$ cat src/rtl/peak_pkg.sv
// ---------------------------------------------------------------------------
// peak_pkg -- shared definitions for the peak_detect block.
//   state_t        : window FSM encoding (IDLE / ACCUM / DUMP)
//   *_MIN / *_MAX  : legal ranges for the peak_detect parameters
// ---------------------------------------------------------------------------
package peak_pkg;

  typedef enum logic [1:0] {
    ST_IDLE  = 2'd0,
    ST_ACCUM = 2'd1,
    ST_DUMP  = 2'd2
  } state_t;

  localparam int unsigned W_MIN           = 4;
  localparam int unsigned W_MAX           = 18;
  localparam int unsigned LOG_WIN_MIN     = 1;
  localparam int unsigned LOG_WIN_MAX     = 16;
  localparam int unsigned DECAY_SHIFT_MIN = 1;

endpackage

$ cat src/rtl/peak_detect_abs_sat.sv
// ---------------------------------------------------------------------------
// abs_sat -- registered saturating magnitude of a two's-complement sample.
// The most negative input maps to the largest positive W-1 bit value rather
// than wrapping to zero.
//   clk, rst  : clock, synchronous active-high reset
//   i_valid   : sample qualifier
//   i_flush   : drop any registered sample (takes priority over i_valid)
//   i_sig     : W-bit signed sample
//   o_mag     : W-1 bit unsigned magnitude
//   o_valid   : o_mag holds a fresh magnitude this cycle
// ---------------------------------------------------------------------------
module abs_sat
  import peak_pkg::*;
#(
  parameter int unsigned W = 8
) (
  input  logic         clk,
  input  logic         rst,
  input  logic         i_valid,
  input  logic         i_flush,
  input  logic [W-1:0] i_sig,
  output logic [W-2:0] o_mag,
  output logic         o_valid
);

  logic [W-2:0] w_neg;
  logic [W-2:0] w_abs;
  logic         w_is_min;
  logic [W-2:0] r_mag;
  logic         r_valid;

  // Negating only the low bits is exact modulo 2^(W-1) for every negative
  // input except the most negative one, which is handled by w_is_min.
  assign w_neg    = (W-1)'(0) - i_sig[W-2:0];
  assign w_is_min = i_sig[W-1] && (i_sig[W-2:0] == '0);

  always_comb begin
    w_abs = i_sig[W-2:0];
    if (w_is_min) begin
      w_abs = '1;
    end else if (i_sig[W-1]) begin
      w_abs = w_neg;
    end
  end

  // Stage-1 register
  always_ff @(posedge clk) begin
    if (rst) begin
      r_mag   <= '0;
      r_valid <= 1'b0;
    end else begin
      r_valid <= i_valid && !i_flush;
      if (i_valid && !i_flush) begin
        r_mag <= w_abs;
      end
    end
  end

  assign o_mag   = r_mag;
  assign o_valid = r_valid;

endmodule

$ cat src/rtl/peak_detect.sv
// ---------------------------------------------------------------------------
// peak_detect -- windowed peak-magnitude detector.
// Tracks the maximum |sig| over windows of 2^LOG_WIN accepted samples and
// publishes it with a one-cycle strobe, three clocks after the final sample.
// Optional feature macro: PEAK_DECAY_EN (decaying peak-hold output).
//   clk, rst    : clock, synchronous active-high reset
//   in_valid    : sig qualifier
//   sig         : W-bit two's-complement sample
//   clear       : abort the current window without publishing
//   peak        : maximum magnitude of the last completed window
//   peak_valid  : one-cycle strobe, new peak/hold present
//   hold        : peak-hold value (equals peak without PEAK_DECAY_EN)
//   active      : a window has accepted at least one sample
// ---------------------------------------------------------------------------
module peak_detect
  import peak_pkg::*;
#(
  parameter int unsigned W           = 8,
  parameter int unsigned LOG_WIN     = 10,
  parameter int unsigned DECAY_SHIFT = 3
) (
  input  logic         clk,
  input  logic         rst,
  input  logic         in_valid,
  input  logic [W-1:0] sig,
  input  logic         clear,
  output logic [W-2:0] peak,
  output logic         peak_valid,
  output logic [W-2:0] hold,
  output logic         active
);

  // Elaboration-time parameter range checks
  if (W < W_MIN || W > W_MAX) begin : g_bad_w
    $error("peak_detect: W out of range");
  end
  if (LOG_WIN < LOG_WIN_MIN || LOG_WIN > LOG_WIN_MAX) begin : g_bad_log_win
    $error("peak_detect: LOG_WIN out of range");
  end
  if (DECAY_SHIFT < DECAY_SHIFT_MIN || DECAY_SHIFT > W - 2) begin : g_bad_shift
    $error("peak_detect: DECAY_SHIFT out of range");
  end

  logic [W-2:0]       w_mag;
  logic               w_mag_valid;
  logic               w_borrow;
  logic [W-2:0]       w_unused_rem;
  logic               w_absorb;
  logic               w_restart;
  logic               w_publish;
  state_t             r_state;
  state_t             w_next;
  logic [W-2:0]       r_max;
  logic [LOG_WIN-1:0] r_count;
  logic [W-2:0]       r_peak;
  logic               r_peak_valid;
  logic               r_active;

  // Stage 1: saturating magnitude
  abs_sat #(
    .W (W)
  ) u_abs_sat (
    .clk     (clk),
    .rst     (rst),
    .i_valid (in_valid),
    .i_flush (clear),
    .i_sig   (sig),
    .o_mag   (w_mag),
    .o_valid (w_mag_valid)
  );

  // Stage 2 comparator: borrow out of (m - mag) means mag > m; equal gives no borrow
  assign {w_borrow, w_unused_rem} = {1'b0, r_max} - {1'b0, w_mag};

  // FSM state register
  always_ff @(posedge clk) begin
    if (rst) begin
      r_state <= ST_IDLE;
    end else begin
      r_state <= w_next;
    end
  end

  // FSM next state
  always_comb begin
    w_next = r_state;
    if (clear) begin
      w_next = ST_IDLE;
    end else begin
      case (r_state)
        ST_IDLE:  if (w_mag_valid) w_next = ST_ACCUM;
        ST_ACCUM: if (w_mag_valid && (&r_count)) w_next = ST_DUMP;
        ST_DUMP:  w_next = w_mag_valid ? ST_ACCUM : ST_IDLE;
        default:  w_next = ST_IDLE;
      endcase
    end
  end

  // FSM datapath controls; restart loads m/count from the arriving sample (or 0)
  always_comb begin
    w_absorb  = 1'b0;
    w_restart = 1'b0;
    w_publish = 1'b0;
    if (!clear) begin
      case (r_state)
        ST_IDLE:  w_restart = 1'b1;
        ST_ACCUM: w_absorb  = w_mag_valid;
        ST_DUMP: begin
          w_publish = 1'b1;
          w_restart = 1'b1;
        end
        default: w_restart = 1'b1;
      endcase
    end
  end

  // Running max, sample counter and published outputs
  always_ff @(posedge clk) begin
    if (rst) begin
      r_max        <= '0;
      r_count      <= '0;
      r_peak       <= '0;
      r_peak_valid <= 1'b0;
      r_active     <= 1'b0;
    end else begin
      r_peak_valid <= w_publish;
      r_active     <= (w_next == ST_ACCUM);
      if (w_publish) begin
        r_peak <= r_max;
      end
      if (clear) begin
        r_max   <= '0;
        r_count <= '0;
      end else if (w_restart) begin
        r_max   <= w_mag_valid ? w_mag : '0;
        r_count <= w_mag_valid ? LOG_WIN'(1) : '0;
      end else if (w_absorb) begin
        if (w_borrow) begin
          r_max <= w_mag;
        end
        r_count <= r_count + LOG_WIN'(1);
      end
    end
  end

`ifdef PEAK_DECAY_EN
  logic [W-2:0] r_hold;
  logic [W-2:0] w_decayed;
  logic [W-2:0] w_hold_next;

  // Hold decays by hold>>DECAY_SHIFT per published window unless a larger peak arrives
  assign w_decayed   = r_hold - (r_hold >> DECAY_SHIFT);
  assign w_hold_next = (r_max > w_decayed) ? r_max : w_decayed;

  always_ff @(posedge clk) begin
    if (rst) begin
      r_hold <= '0;
    end else if (w_publish) begin
      r_hold <= w_hold_next;
    end
  end

  assign hold = r_hold;
`else
  assign hold = r_peak;
`endif

  assign peak       = r_peak;
  assign peak_valid = r_peak_valid;
  assign active     = r_active;

endmodule

$ cat config.mk
export PLATFORM = sky130hd
export DESIGN_NAME = peak_detect
export DESIGN_NICKNAME = d
export VERILOG_FILES = /design/src/rtl/peak_pkg.sv /design/src/rtl/peak_detect_abs_sat.sv /design/src/rtl/peak_detect.sv
export SDC_FILE = /design/constraint.sdc
export NUM_CORES = 1
export LEC_CHECK = 0
export ABC_AREA = 1
export BUFFER_PORTS_ARGS = -buffer_cell sky130_fd_sc_hd__buf_2
export CORE_MARGIN = 2
export CORE_UTILIZATION = 51
export CTS_CLUSTER_DIAMETER = 50
export DETAILED_ROUTE_END_ITERATION = 12
export PLACE_DENSITY = 0.82
export RECOVER_POWER = 100
export SLEW_MARGIN = 40
export SYNTH_ARGS = -nofsm -noshare
export SYNTH_HDL_FRONTEND = slang
export SYNTH_HIERARCHICAL = 1
export SYNTH_SLANG_ARGS = --single-unit
$ cat constraint.sdc
create_clock -name clk -period 1.52 [get_ports clk]
set_clock_uncertainty 0.15 [all_clocks]
set_input_delay 0.304 -clock clk [delete_from_list [all_inputs] [get_ports clk]]
set_output_delay 0.304 -clock clk [all_outputs]
set_load 0.02 [all_outputs]
# [Yosys cells after proc, flatten, opt, wreduce, memory -nomap -nowiden]
# Cells that the tools add are included.
[word_totals] register_bits=36 out_inout_bits=16 in_bits=12 wordCells=45
[op_classes] eq_ne=3 addsub=3 n_reduce_logical=11 mux=20
[ops] op="$mux W7" count=6
[ops] op="$mux W10" count=2
[ops] op="$add A10 B1 Y10 const B" count=1
[ops] op="$reduce_and A10 Y1" count=1
[ops] op="$mux W1" count=8
[ops] op="$sub A7 B7 Y8" count=1
[ops] op="$logic_not A7 Y1" count=1
[ops] op="$sub A1 B7 Y7 const A" count=1
[ops] op="$mux W2" count=3
[ops] op="$pmux W2 S3" count=1
[ops] op="$eq A2 B1 Y1 const B" count=2
[ops] op="$reduce_bool A2 Y1" count=2
[ops] op="$logic_and A1 B1 Y1" count=3
[ops] op="$eq A2 B2 Y1 const B" count=1
[ops] op="$logic_not A2 Y1" count=1
[ops] op="$reduce_and A2 Y1" count=1
[ops] op="$reduce_or A2 Y1" count=1
[ops] op="$logic_not A1 Y1" count=1

# [Logic depth before layout (Yosys ltp)]
# Gate-level depths: netlist (run 1).
[logic_depth] ltp_word=6 depth_mapped=13 depth_no_buf=12

# [Cells and area by module]
# Netlist (run 1), hierarchy kept.
[by_module_without_submodules] mod="peak_detect" n_inst=1 area_per_inst_um2=1423.9 cells_each=202 seq_area_each_um2=560.5
[by_module_without_submodules] mod="abs_sat" n_inst=1 area_per_inst_um2=479.2 cells_each=68 seq_area_each_um2=160.2

# [Worst setup path after synthesis (run 1)]
# No wires, ideal clock.
[synth_path] path_type="flip-flop to flip-flop" startpoint="reg u_abs_sat.r_mag[6] (netlist: u_abs_sat/o_mag[6])" endpoint="reg r_max[4]" slack_ns=-0.015 arrival_time_ns=1.273 path_stages_with_launch=14 setup_time_ns=0.113 required_time_ns=1.257 path_buffers=1 synth_period_minus_slack_ns=1.535 cell_sequence="dfxtp_1 -> inv_1 -> ha_1 -> nand2_1 -> nand2_1 -> nor2_1 -> nand2_1 -> inv_1 -> nand2_1 -> nand2_2 -> buf_6 -> nand2_1 -> nand2_1 -> nor2_1"
[synth_via] elab_chain_len=3
[synth_lines] element="start: declaration" line="peak_detect_abs_sat.sv:29" rtl="logic [W-2:0] r_mag;"
[synth_lines] element="start signal: assignment" line="peak_detect_abs_sat.sv:54" rtl="r_mag <= w_abs;"
[synth_lines] element="$sub A7 B7 Y8" line="peak_detect.sv:73" rtl="assign {w_borrow, w_unused_rem} = {1'b0, r_max} - {1'b0, w_mag};"
[synth_lines] element="$reduce_bool A2 Y1 (no source line)"
[synth_lines] element="$reduce_and A2 Y1 (no source line)"
[synth_lines] element="end signal: assignment" line="peak_detect.sv:135" rtl="r_max <= w_mag_valid ? w_mag : '0;"
[synth_lines] element="end signal: assignment" line="peak_detect.sv:139" rtl="r_max <= w_mag;"
[synth_lines] element="end: declaration" line="peak_detect.sv:53" rtl="logic [W-2:0] r_max;"
# No other way between the ends.
# A chain may end at the register's enable or synchronous reset.

# [Worst setup path in the final report (run 1)]
[layout_path] startpoint="reg u_abs_sat.r_mag[6] (netlist: u_abs_sat/o_mag[6])" endpoint="reg r_max[5]"
# The elaborated chain is that of the path after synthesis.

==> key figures, run 1 <==
Outcome
  – Outcome: complete, but fails checks
  – Failing checks: setup timing

Setup path
  – Critical path, cell by cell: inv_2 > ha_4 > nand2_1 > nor2_1 > nand2_2 > nand2_4 > nand2_4 > nor2_1 > nor2_1
  – R2R cell count: 9
  – Reg2reg setup slack: -0.05 ns
  – Critical Path End Type: register
  – Crit path kind: reg -> reg
  – Reg2reg start: u_abs_sat/o_mag[6]
  – Startpoint Class: register
  – Critical path required time: 1.56 ns
  – Max Fanout on Critical Path: 7
  – Critical path's largest stage delay: ~0.34 ns
  – CP most frequent cell: nor2_1
  – Crit path DAT: roughly 1.6 ns
  – Slowest-stage cell, CP: dfxtp_2
  – CP top delay family: simple AND/OR/NAND/NOR gates
  – R2r endpoint: r_max[5]
  – CP bufs+invs: 1

Timing
  – Final Cycle Share: 103.1%
  – Final hold violation count: 0
  – Max-slew headroom: between 60 and 70%
  – Fin crit period: ~1.6 ns
  – RSZ-0062 raised after global routing: true
  – Hold Slack: between 0.1 and 0.15 ns
  – # setup viols final: 4
  – Worst-Margin Slew: 0.4997 ns
  – Final max-slew violation count: 0
  – Fmax: about 0.64 GHz
  – Final WS setup: -0.04781 ns

Min path
  – Hold depth: 2
  – Min-delay src: clear
  – Hold EP: r_state[1]
  – Min-Delay Path Class: in -> reg

Logic synthesis
  – Number of synthesized flops with an enable pin: 0
  – Sequential area share after synthesis: about 38%
  – Main flop type after synthesis: dfxtp_1
  – Synth Register Bits: 36
  – Post-synthesis cell count: 270
  – Top cells by area, synth: dfxtp_1, nand2_1, nor2_1, a21oi_1, ha_1
  – Area leader, netlist: dfxtp_1
  – Syn avg cell area: 7.048 um^2
  – Ys async rst share: 0%
  – Yosys top cell area share: between 30% and 40%
  – Commonest cells in the netlist: nand2_1, nor2_1, dfxtp_1, inv_1, a21oi_1
  – Synth cell types: 25
  – Most common cell in the synthesized netlist: nand2_1
  – Syn. warnings: 6
  – Syn Nets: between 200 and 300
  – Syn Std Cell Area: ~1900 um^2

Cells and area
  – Core Util, Final: ~65%
  – FF/Latch Area: roughly 730 um^2
  – Layout cells sized above 1: roughly 28%
  – Multi-input gate area: ~1000 um^2
  – Filler cells: approximately 320
  – ANT cells: 0
  – Nets: about 340
  – Final std cells w/o fill: 364
  – Area delta synth->final: 23.54%

Global route
  – Total GRT Usage: 20.57%
  – GRT overflow: 0
  – Antenna violations before repair: 0
  – Vias in the first global route: roughly 1600
  – First-pass GRT wire length: 6768 um
  – Largest net degree at the start of global routing: 13

Routing
  – Routed len/inst: 11.33 um
  – Vias post-DR: roughly 1800
  – DR iter-0 viols: roughly 90
  – Remaining DRCs: 0
  – Via density: roughly 4.9
  – Drt pass-1 iters: 4
  – DRT Wirelength: ~4100 um
  – Antenna Nets Post-Route: 0

Placed design
  – Gpl congestion: a little under 0.8
  – Placed insts: between 300 and 400
  – Setup WS pre-CTS: -0.1360 ns
  – DP HPWL: 2832 um
  – IO Port Bufs: 27

Floorplan
  – Die Wd: around 65 um
  – Row Count: 22
  – Die area: 4236 um^2
  – Die height: between 60 and 70 um
  – I/O pin count: 28
  – Initial core utilization: between 50% and 60%
  – Core footprint: between 3000 and 4000 um^2

CTS
  – TritonCTS Buffers: 5
  – Clock Latency Late Sink: approximately 0.29 ns
  – Clock Path Buffers: 2
  – CTS tree: done
  – Clk sinks: 36
  – Reg clk slew, reported paths: approximately 0.070 ns
  – CTS H-tree lvls: 2
  – Root Buffer: clkbuf_8

Power and ir drop
  – Maximum vdd drop: roughly 0.33 mV
  – Leak: between 0.9 and 1 nW
  – PwrDens: approximately 870 nW/um^2
  – Overall power: between 2 and 2.5 mW

Run
  – Maxcap violations: 0
cell usage in the layout (no fill, tap or decap):
cell	count
clkinv_2	1
clkbuf_1	18
nand3_4	1
dfxtp_1	28
o21bai_1	1
nand4_1	10
nor2_2	6
nand2_4	6
a211oi_1	1
nor2_1	38
inv_1	25
clkbuf_8	5
o21ai_1	3
a21oi_1	23
buf_2	11
bufinv_16	1
a21oi_2	4
nand3_1	7
o21ai_0	9
buf_4	20
xor2_1	1
dfxtp_2	8
nor2_4	3
nor4_1	1
nand2_2	7
nand2_1	55
nand3_2	1
nor3_1	2
ha_4	3
ha_1	5
inv_2	12
area by class of cell:
| type | instances | share of cell area, % |
|---|---|---|
| clock buffer | 6 | 3.087 |
| clock inverter | 2 | 1.490 |
| inverter | 37 | 5.907 |
| multi-input combinational | 187 | 44.44 |
| sequential | 36 | 31.08 |
| tap | 48 | 2.555 |
| timing repair buffer | 48 | 11.44 |
sequential cells by signal, indices dropped and copies added (netlist names):
signal and flops:
r_max 7, u_abs_sat/o_valid 1, u_abs_sat/o_mag 7, active 1
peak_valid 1, hold 7, r_count 10, r_state 2
where the power goes:
part           switching [mW]  leakage [nW]  internal [mW]
logic                   0.158         0.635         0.0994
registers              0.0121         0.295          0.963
clock network           0.337        0.0552          0.486
total                   0.507         0.985           1.55
timing repair:
action,4_1_cts,5_1_grt
cloned,1,0
resized for setup,14,17
hold buffers,0,0
pin swaps,6,12
endpoints found under the setup margin,7,13
setup buffers,0,1
routing by layer:
metal | vias up | routed length (um) | track usage, %
li1 | 943 | - | -
met1 | 784 | 1870 | 25.08
met2 | 49 | 1936 | 33.89
met3 | 14 | 196 | 4.167
met4 | 0 | 120 | 11.20
met5 | - | 0 | 0
through the flow:
stage,TNS (ns),instance area [um^2]
floorplan,-0.01836,1903
global placement,-0.5694,2165
detailed placement,-0.8652,2165
CTS,0,2338
global route,-1.156,2351
finish,-0.1057,2351
logic make-up (layout without fill, tap and decap cells):
group / after synthesis / count (layout) / synth area share [%]
adder cells (fa/ha/maj): 8 / 8 / 5.260
AND/OR/NAND/NOR: 136 / 137 / 33.07
XOR/XNOR: 1 / 1 / 0.4603
flip-flops: 36 / 36 / 37.87
buffers and inverters: 48 / 93 / 11.70
AO/OA/AOI/OAI: 41 / 41 / 11.64
worst max-delay path by stage:
| stage | from | end | slack, ns | cells after the start |
|---|---|---|---|---|
| 2_1_floorplan | u_abs_sat/o_mag[6] | r_max[4] | -0.006 | 13 |
| 3_3_place_gp | u_abs_sat/o_mag[6] | r_max[2] | -0.08 | 12 |
| 3_5_place_dp | u_abs_sat/o_mag[2] | r_max[5] | -0.14 | 10 |
| 4_1_cts | u_abs_sat/o_mag[2] | r_max[2] | 0.006 | 12 |
| 5_1_grt | u_abs_sat/o_mag[6] | r_max[2] | -0.14 | 12 |
| 6_report | u_abs_sat/o_mag[6] | r_max[5] | -0.05 | 9 |
Power figures use the tool's default switching activity.
==> inputs of run 2 (changes only) <==
--- a/config.mk
+++ b/config.mk
@@ -11,7 +11,7 @@
 export CORE_UTILIZATION = 51
 export CTS_CLUSTER_DIAMETER = 50
 export DETAILED_ROUTE_END_ITERATION = 12
-export PLACE_DENSITY = 0.82
+export PLACE_DENSITY = 0.78
 export RECOVER_POWER = 100
 export SLEW_MARGIN = 40
 export SYNTH_ARGS = -nofsm -noshare
==> run 2 against run 1 <==
Effect of this change: non-clock buffer count decreased by 1; via count grew 0.11%; global-route usage down 1.2 points; worst setup slack got worse by 0.044 ns; clock power shrank 24%; worst hold slack gained 0.0013 ns; count of clock-buffer cells in the layout did not move; core utilization is 0.17 points higher; the run still ends with setup timing left; die area unchanged; sequential share of layout area hardly changed; final area up 0.27%; final cell count shrank 0.55%.
==> key figures, run 2 (same netlist as run 1, synthesis figures left out) <==
Power and ir drop
  – Flop pwr share: 52.4% (+5.0 points)
  – Sw Share: 26.12% (+1.5 points)
  – Maximum vdd drop: 0.3764 mV (+14%)
  – Pint: 1.376 mW (-11%)
  – PwrDens: 789.9 nW/um^2 (-9.7%)
  – Sw power: 0.4864 mW (-4.0%)
  – Combinational share of power: 13.8% (+1.3 points)
  – Leak: 1.024 nW (+3.9%)
  – Clk pwr share: 33.8% (-6.2 points)
  – Overall power: 1.862 mW (-9.4%)

Cells and area
  – Core Util, Final: 64.88% (+0.17 points)
  – ANT cells: 0 (unchanged)
  – Layout cells sized above 1: 35.99% (+7.8 points)
  – Final std cells w/o fill: 362 (-0.55%)
  – Filler cells: 305 (-3.2%)
  – Number of flip-flops in the largest register: 10 (unchanged)
  – Area delta synth->final: 23.87%
  – Nets: 334 (-0.30%)
  – Largest Register: r_count
  – Most frequent cells in the layout: nand2_1, nor2_1, dfxtp_1
  – FF/Latch Area: 733.2 um^2 (+0.34%)
  – Multi-input gate area: 1069 um^2 (+2.3%)
  – Design area: 2357 um^2 (+0.27%)
  – Most common cell after layout, fill and taps aside: nand2_1

Floorplan
  – Initial core utilization: 52.38% (unchanged)
  – Die area: 4236 um^2 (unchanged)
  – Die Wd: 65.09 um (unchanged)
  – Core footprint: 3633 um^2 (unchanged)
  – Die height: 65.09 um (unchanged)
  – Row Count: 22 (unchanged)
  – I/O pin count: 28 (unchanged)

Timing
  – Worst-Margin Slew: 0.3230 ns (-0.1767 ns)
  – Final Cycle Share: 106.0% (+2.9 points)
  – Post-route setup TNS: -0.4517 ns (-0.3460 ns)
  – Fin crit period: 1.612 ns (+0.04380 ns)
  – Final max-slew violation count: 0 (unchanged)
  – Hold Slack: 0.1305 ns (+0.001316 ns)
  – Final hold violation count: 0 (unchanged)
  – RSZ-0062 raised after global routing: true
  – # setup viols final: 7 (+3)
  – Fmax: 0.6205 GHz (-2.7%)
  – Final WS setup: -0.09161 ns (-0.04380 ns)
  – Max-slew headroom: 78.45% (+12 points)

Routing
  – Vias post-DR: 1792 (+0.11%)
  – Routed len/inst: 10.99 um (-3.0%)
  – Via density: 4.950 (+0.66%)
  – DR iter-0 viols: 86 (-5.5%)
  – Remaining DRCs: 0 (unchanged)
  – Antenna Nets Post-Route: 0 (unchanged)
  – DRT Wirelength: 3978 um (-3.5%)
  – Drt pass-1 iters: 4 (unchanged)

Global route
  – Vias in the first global route: 1558 (-1.0%)
  – Antenna violations before repair: 0 (unchanged)
  – Total GRT Usage: 19.35% (-1.2 points)
  – First-pass GRT wire length: 6285 um (-7.1%)
  – GRT overflow: 0 (unchanged)
  – Largest net degree at the start of global routing: 13 (unchanged)

Placed design
  – Placed insts: 352 (-0.56%)
  – Setup WS pre-CTS: -0.1142 ns (+0.02176 ns)
  – IO Port Bufs: 27 (unchanged)
  – DP HPWL: 2704 um (-4.5%)
  – Cell Area, Placed: 2150 um^2 (-0.69%)
  – Gpl congestion: 0.8019 (+0.79%)

Min path
  – Min-Delay Path Class: in -> reg

Setup path
  – CP most frequent cell: nand2_2
  – Critical path's largest stage delay: 0.33 ns (about the same)
  – Max Fanout on Critical Path: 7 (unchanged)
  – Critical path required time: 1.60 ns (+0.04 ns)
  – Critical Path End Type: register
  – Crit path kind: reg -> reg
  – Slowest-stage cell, CP: dfxtp_2
  – CP bufs+invs: 2 (+1)
  – Startpoint Class: register
  – Crit path DAT: 1.69 ns (+0.09 ns)
  – CP top delay family: simple AND/OR/NAND/NOR gates
  – Critical path, cell by cell: inv_2 > ha_4 > nand2_2 > inv_2 > nand2_1 > nand2_1 > nand2_1 > nand2_2 > nand2_4 > nand2_2 > nand2_2 > nor2_1

CTS
  – Clk sinks: 36 (unchanged)
  – Reg clk slew, reported paths: 0.06 ns (about the same)
  – CTS tree: done
  – TritonCTS Buffers: 5 (unchanged)
  – Root Buffer: clkbuf_8
  – Clock Latency Late Sink: 0.29 ns (about the same)
  – Clock Path Buffers: 2 (unchanged)
  – CTS Hold Buffers Added: 0 (unchanged)
  – CTS H-tree lvls: 2 (unchanged)

Outcome
  – Outcome: complete, but fails checks
  – Failing checks: setup timing

Run
  – Maxcap violations: 0 (unchanged)
==> run 2: final cells by class <==
cell class / count / area share [%]
clock buffer: 6 / 3.079
clock inverter: 1 / 0.2123
inverter: 37 / 5.892
multi-input combinational: 187 / 45.33
sequential: 36 / 31.10
tap: 48 / 2.548
timing repair buffer: 47 / 11.84
==> run 2: power by group through the flow <==
stage                     registers (mW)  logic, mW  clock network (mW)
after global placement             0.992      0.220                   0
after floorplan                    0.992      0.150                   0
after detailed placement           0.992      0.225                   0
after global routing               0.978      0.289               0.700
final                              0.976      0.257               0.629
after CTS                          0.973      0.239               0.653
==> run 2: worst paths after layout <==
check / startpoint / endpoint / slack (ns) / depth (start not counted)
setup / recovery: u_abs_sat/o_mag[2] / r_max[1] / -0.09 / 12
hold / removal: sig[0] / u_abs_sat/o_mag[0] / 0.13 / 3
setup reg to reg: u_abs_sat/o_mag[2] / r_max[1] / -0.09 / 12
hold reg to reg: r_count[8] / r_count[8] / 0.31 / 2
==> run 2: repair_timing <==
item,4_1_cts,5_1_grt
endpoints found under the setup margin,8,10
gates resized for setup,14,25
pin swaps,9,15
gates cloned,1,0
buffers inserted,0,2
==> run 2: metal layers <==
metal / up-vias / GRT usage [%] / part of all wire, %
met3: 8 / 6.250 / 5.6
li1: 943 / - / -
met5: - / 0 / 0
met2: 55 / 33.25 / 47
met4: 0 / 8.594 / 2.6
met1: 786 / 21.80 / 44
==> run 2: tightest hold or removal path, delay by kind of cell <==
family | cells | cell delay [ns]
buffers and inverters | 2 | 0.17
AOI/OAI and AO/OA | 1 | 0.05
==> inputs of run 3 (changes only) <==
--- a/config.mk
+++ b/config.mk
@@ -5,13 +5,14 @@
 export SDC_FILE = /design/constraint.sdc
 export NUM_CORES = 1
 export LEC_CHECK = 0
-export ABC_AREA = 1
 export BUFFER_PORTS_ARGS = -buffer_cell sky130_fd_sc_hd__buf_2
+export CELL_PAD_IN_SITES_DETAIL_PLACEMENT = 1
+export CELL_PAD_IN_SITES_GLOBAL_PLACEMENT = 2
 export CORE_MARGIN = 2
-export CORE_UTILIZATION = 51
+export CORE_UTILIZATION = 37
 export CTS_CLUSTER_DIAMETER = 50
 export DETAILED_ROUTE_END_ITERATION = 12
-export PLACE_DENSITY = 0.78
+export PLACE_DENSITY = 0.87
 export RECOVER_POWER = 100
 export SLEW_MARGIN = 40
 export SYNTH_ARGS = -nofsm -noshare
==> constraint.sdc (replaced) <==
create_clock -name clk -period 1.9 [get_ports clk]
set_clock_uncertainty 0.15 [all_clocks]
set_input_delay 0.38 -clock clk [delete_from_list [all_inputs] [get_ports clk]]
set_output_delay 0.38 -clock clk [all_outputs]
set_load 0.02 [all_outputs]
==> run 3 against run 2 <==
Effect of this change: the flow now finishes without violations; non-clock buffer count fell by 11; global-route usage shrank 3.2 points; area after synthesis is 3.5% lower; sequential cell count did not move; first-iteration DRC count fell by 47%; via count down 20%; combinational power is 46% lower; register-to-register slack improved by 0.22 ns; total power down 24%; clock power decreased by 21%; count of clock-buffer cells in the layout unchanged; worst hold slack gained 0.098 ns; largest power group unchanged.
==> key figures, run 3 <==
Outcome
  – Outcome: finished, final reports clean

Routing
  – Via density: 4.834 (-2.4%)
  – Remaining DRCs: 0 (unchanged)
  – Vias post-DR: 1426 (-20%)
  – Antenna Nets Post-Route: 0 (unchanged)
  – DRT Wirelength: 3929 um (-1.2%)
  – DR iter-0 viols: 46 (-47%)
  – Drt pass-1 iters: 4 (unchanged)
  – Routed len/inst: 13.32 um (+21%)

Power and ir drop
  – Clk pwr share: 35.0% (+1.2 points)
  – Combinational share of power: 9.9% (-3.9 points)
  – Leak: 0.7612 nW (-26%)
  – PwrDens: 684.4 nW/um^2 (-13%)
  – Maximum vdd drop: 0.2878 mV (-24%)
  – Pint: 1.079 mW (-22%)
  – Sw Share: 23.57% (-2.5 points)
  – Flop pwr share: 55.1% (+2.7 points)
  – Sw power: 0.3329 mW (-32%)

Cells and area
  – Most frequent cells in the layout: dfxtp_1, nor2_1, nand2_1
  – Final std cells w/o fill: 295 (-19%)
  – Most common cell after layout, fill and taps aside: dfxtp_1
  – Number of flip-flops in the largest register: 10 (unchanged)
  – Area delta synth->final: 12.33%
  – Layout cells sized above 1: 14.91% (-21 points)
  – Filler cells: 588 (+93%)
  – Largest Register: r_count
  – ANT cells: 0 (unchanged)
  – Nets: 248 (-26%)

Setup path
  – CP top delay family: compound AO/OA/AOI/OAI gates
  – R2R cell count: 7 (-5)
  – Slowest-stage cell, CP: dfxtp_1
  – Crit path DAT: 1.80 ns (+0.11 ns)
  – Critical Path End Type: register
  – Crit path depth: 7 (-5)
  – Startpoint Class: register
  – Critical path, cell by cell: inv_1 > ha_1 > a211oi_2 > o211ai_1 > o22a_1 > buf_4 > mux2i_1
  – Critical path required time: 1.92 ns (+0.32 ns)
  – Max Fanout on Critical Path: 4 (-3)
  – CP bufs+invs: 2 (unchanged)
  – Critical path's largest stage delay: 0.36 ns (+0.03 ns)
  – Crit path kind: reg -> reg

Logic synthesis
  – Synth cell types: 42 (+68%)
  – Ys async rst share: 0% (unchanged)
  – Mux share of post-synthesis cell area: 8.719% (+8.7 points)
  – Main flop type after synthesis: dfxtp_1
  – Area leader, netlist: dfxtp_1
  – Syn avg cell area: 9.138 um^2 (+30%)
  – Syn. warnings: 6 (unchanged)
  – Largest family of logic cells by synthesized area: simple AND/OR/NAND/NOR gates
  – Syn Nets: 221 (-24%)
  – Synth Area in Compound Gates: 8.856% (-2.8 points)
  – Syn Std Cell Area: 1837 um^2 (-3.5%)
  – Most common cell in the synthesized netlist: dfxtp_1
  – Post-synthesis xor/xnor area fraction: 5.245% (+4.8 points)
  – Post-Synth Adder-Cell Area: 5.450% (+0.19 points)
  – Simple-gate portion of the synthesized area: 24.46% (-8.6 points)
  – Commonest cells in the netlist: dfxtp_1, nor2_1, nand2_1, mux2i_1, inv_1
  – Synth Register Bits: 36 (unchanged)
  – Yosys top cell area share: 39.24% (+1.4 points)
  – Sequential area share after synthesis: 39.24% (+1.4 points)
  – Top cells by area, synth: dfxtp_1, mux2i_1, ha_1, nor2_1, nand2_1
  – Post-synthesis cell count: 201 (-26%)
  – Number of synthesized flops with an enable pin: 0 (unchanged)

CTS
  – Root Buffer: clkbuf_8
  – CTS H-tree lvls: 2 (unchanged)
  – TritonCTS Buffers: 5 (unchanged)
  – Clock Latency Late Sink: 0.28 ns (about the same)
  – Post-CTS Setup Inserts: 0 (unchanged)
  – Clk sinks: 36 (unchanged)
  – Clock Path Buffers: 2 (unchanged)
  – CTS tree: done
  – Reg clk slew, reported paths: 0.07 ns (about the same)

Floorplan
  – I/O pin count: 28 (unchanged)
  – Initial core utilization: 38.63% (-14 points)
  – Die Wd: 74.46 um (+14%)
  – Row Count: 25 (+14%)
  – Die area: 5544 um^2 (+31%)
  – Die height: 74.46 um (+14%)
  – Core footprint: 4755 um^2 (+31%)

Min path
  – Hold depth: 3 (unchanged)
  – Min-Delay Path Class: in -> reg

Timing
  – Max-slew headroom: 49.95% (-28 points)
  – Worst-Margin Slew: 0.7481 ns (+0.4251 ns)
  – RSZ-0062 raised after global routing: false
  – Fin crit period: 1.774 ns (+0.1624 ns)
  – Final Cycle Share: 93.37% (-13 points)
  – # setup viols final: 0 (-7)
  – Final max-slew violation count: 0 (unchanged)
  – Final WS setup: 0.1260 ns (+0.2176 ns)
  – Post-route setup TNS: 0 ns (+0.4517 ns)
  – Final hold violation count: 0 (unchanged)
  – Fmax: 0.5637 GHz (-9.2%)

Global route
  – First-pass GRT wire length: 6817 um (+8.5%)
  – GRT overflow: 0 (unchanged)
  – Largest net degree at the start of global routing: 19 (+6)
  – Vias in the first global route: 1494 (-4.1%)
  – Antenna violations before repair: 0 (unchanged)
  – Total GRT Usage: 16.13% (-3.2 points)

Placed design
  – DP HPWL: 2920 um (+8.0%)
  – Gpl congestion: 0.7711 (-3.8%)
  – Setup WS pre-CTS: 0.1151 ns (+0.2293 ns)
  – Placed insts: 288 (-18%)
  – IO Port Bufs: 27 (unchanged)

Run
  – Maxcap violations: 0 (unchanged)
[run 3: layer usage]
| metal | part of all wire (%) | global-route usage [%] |
|---|---|---|
| met2 | 47 | 27.14 |
| met4 | 0.59 | 4.762 |
| met5 | 0 | 0 |
| met1 | 49 | 20.18 |
| met3 | 3.6 | 4.472 |
[run 3: cell families (layout without fill, tap and decap cells)]
family	after synthesis	in the layout
flops	36	36
simple gates	82	82
xor+xnor	11	11
buf+inv	27	54
compound gates	21	21
fa+ha+maj	8	8
mux	16	16
[run 3: power by group through the flow]
stage               sequential (mW)  combinational (mW)  clock [mW]
detailed placement            0.795               0.142           0
global route                  0.779               0.159       0.554
finish                        0.778               0.140       0.494
CTS                           0.778               0.145       0.522
floorplan                     0.792              0.0922           0
global placement              0.794               0.140           0
[run 3: tightest hold or removal path, cell delays in order]
cell and delay [ns]:
buf_2 0.11, nand2b_1 0.08, nor2_1 0.05
[run 3: metrics by stage]
step / power, mW / cell area, um^2 / hold WS (ns) / util, %
detailed placement: 0.9373 / 2017 / 0.3270 / 42.42
global route: 1.492 / 2063 / 0.2606 / 43.39
global placement: 0.9342 / 2017 / 0.3208 / 42.42
floorplan: 0.8846 / 1837 / 0.2978 / -
CTS: 1.445 / 2095 / 0.2183 / 44.05
finish: 1.412 / 2063 / 0.2286 / 43.39
[run 3: final timing paths]
kind / slack, ns / startpoint / end
setup / recovery: 0.13 / u_abs_sat/o_mag[4] / r_max[3]
hold / removal: 0.23 / in_valid / u_abs_sat/o_valid
setup reg to reg: 0.13 / u_abs_sat/o_mag[4] / r_max[3]
hold reg to reg: 0.34 / u_abs_sat/o_mag[3] / r_max[3]
[run 3: timing repair]
item | in CTS | in global routing
gates resized for setup | 0 | 1
endpoints found under the setup margin | 0 | 6
hold buffers | 0 | 0
[run 3: area by class of cell]
class                      count  area [um^2]  share of cell area (%)
multi-input combinational    138        965.9                   46.82
sequential                    36        720.7                   34.93
timing repair buffer          36        173.9                   8.429
tap                           67        83.83                   4.063
clock buffer                   6        72.57                   3.517
inverter                      11        41.29                   2.001
clock inverter                 1        5.005                  0.2426
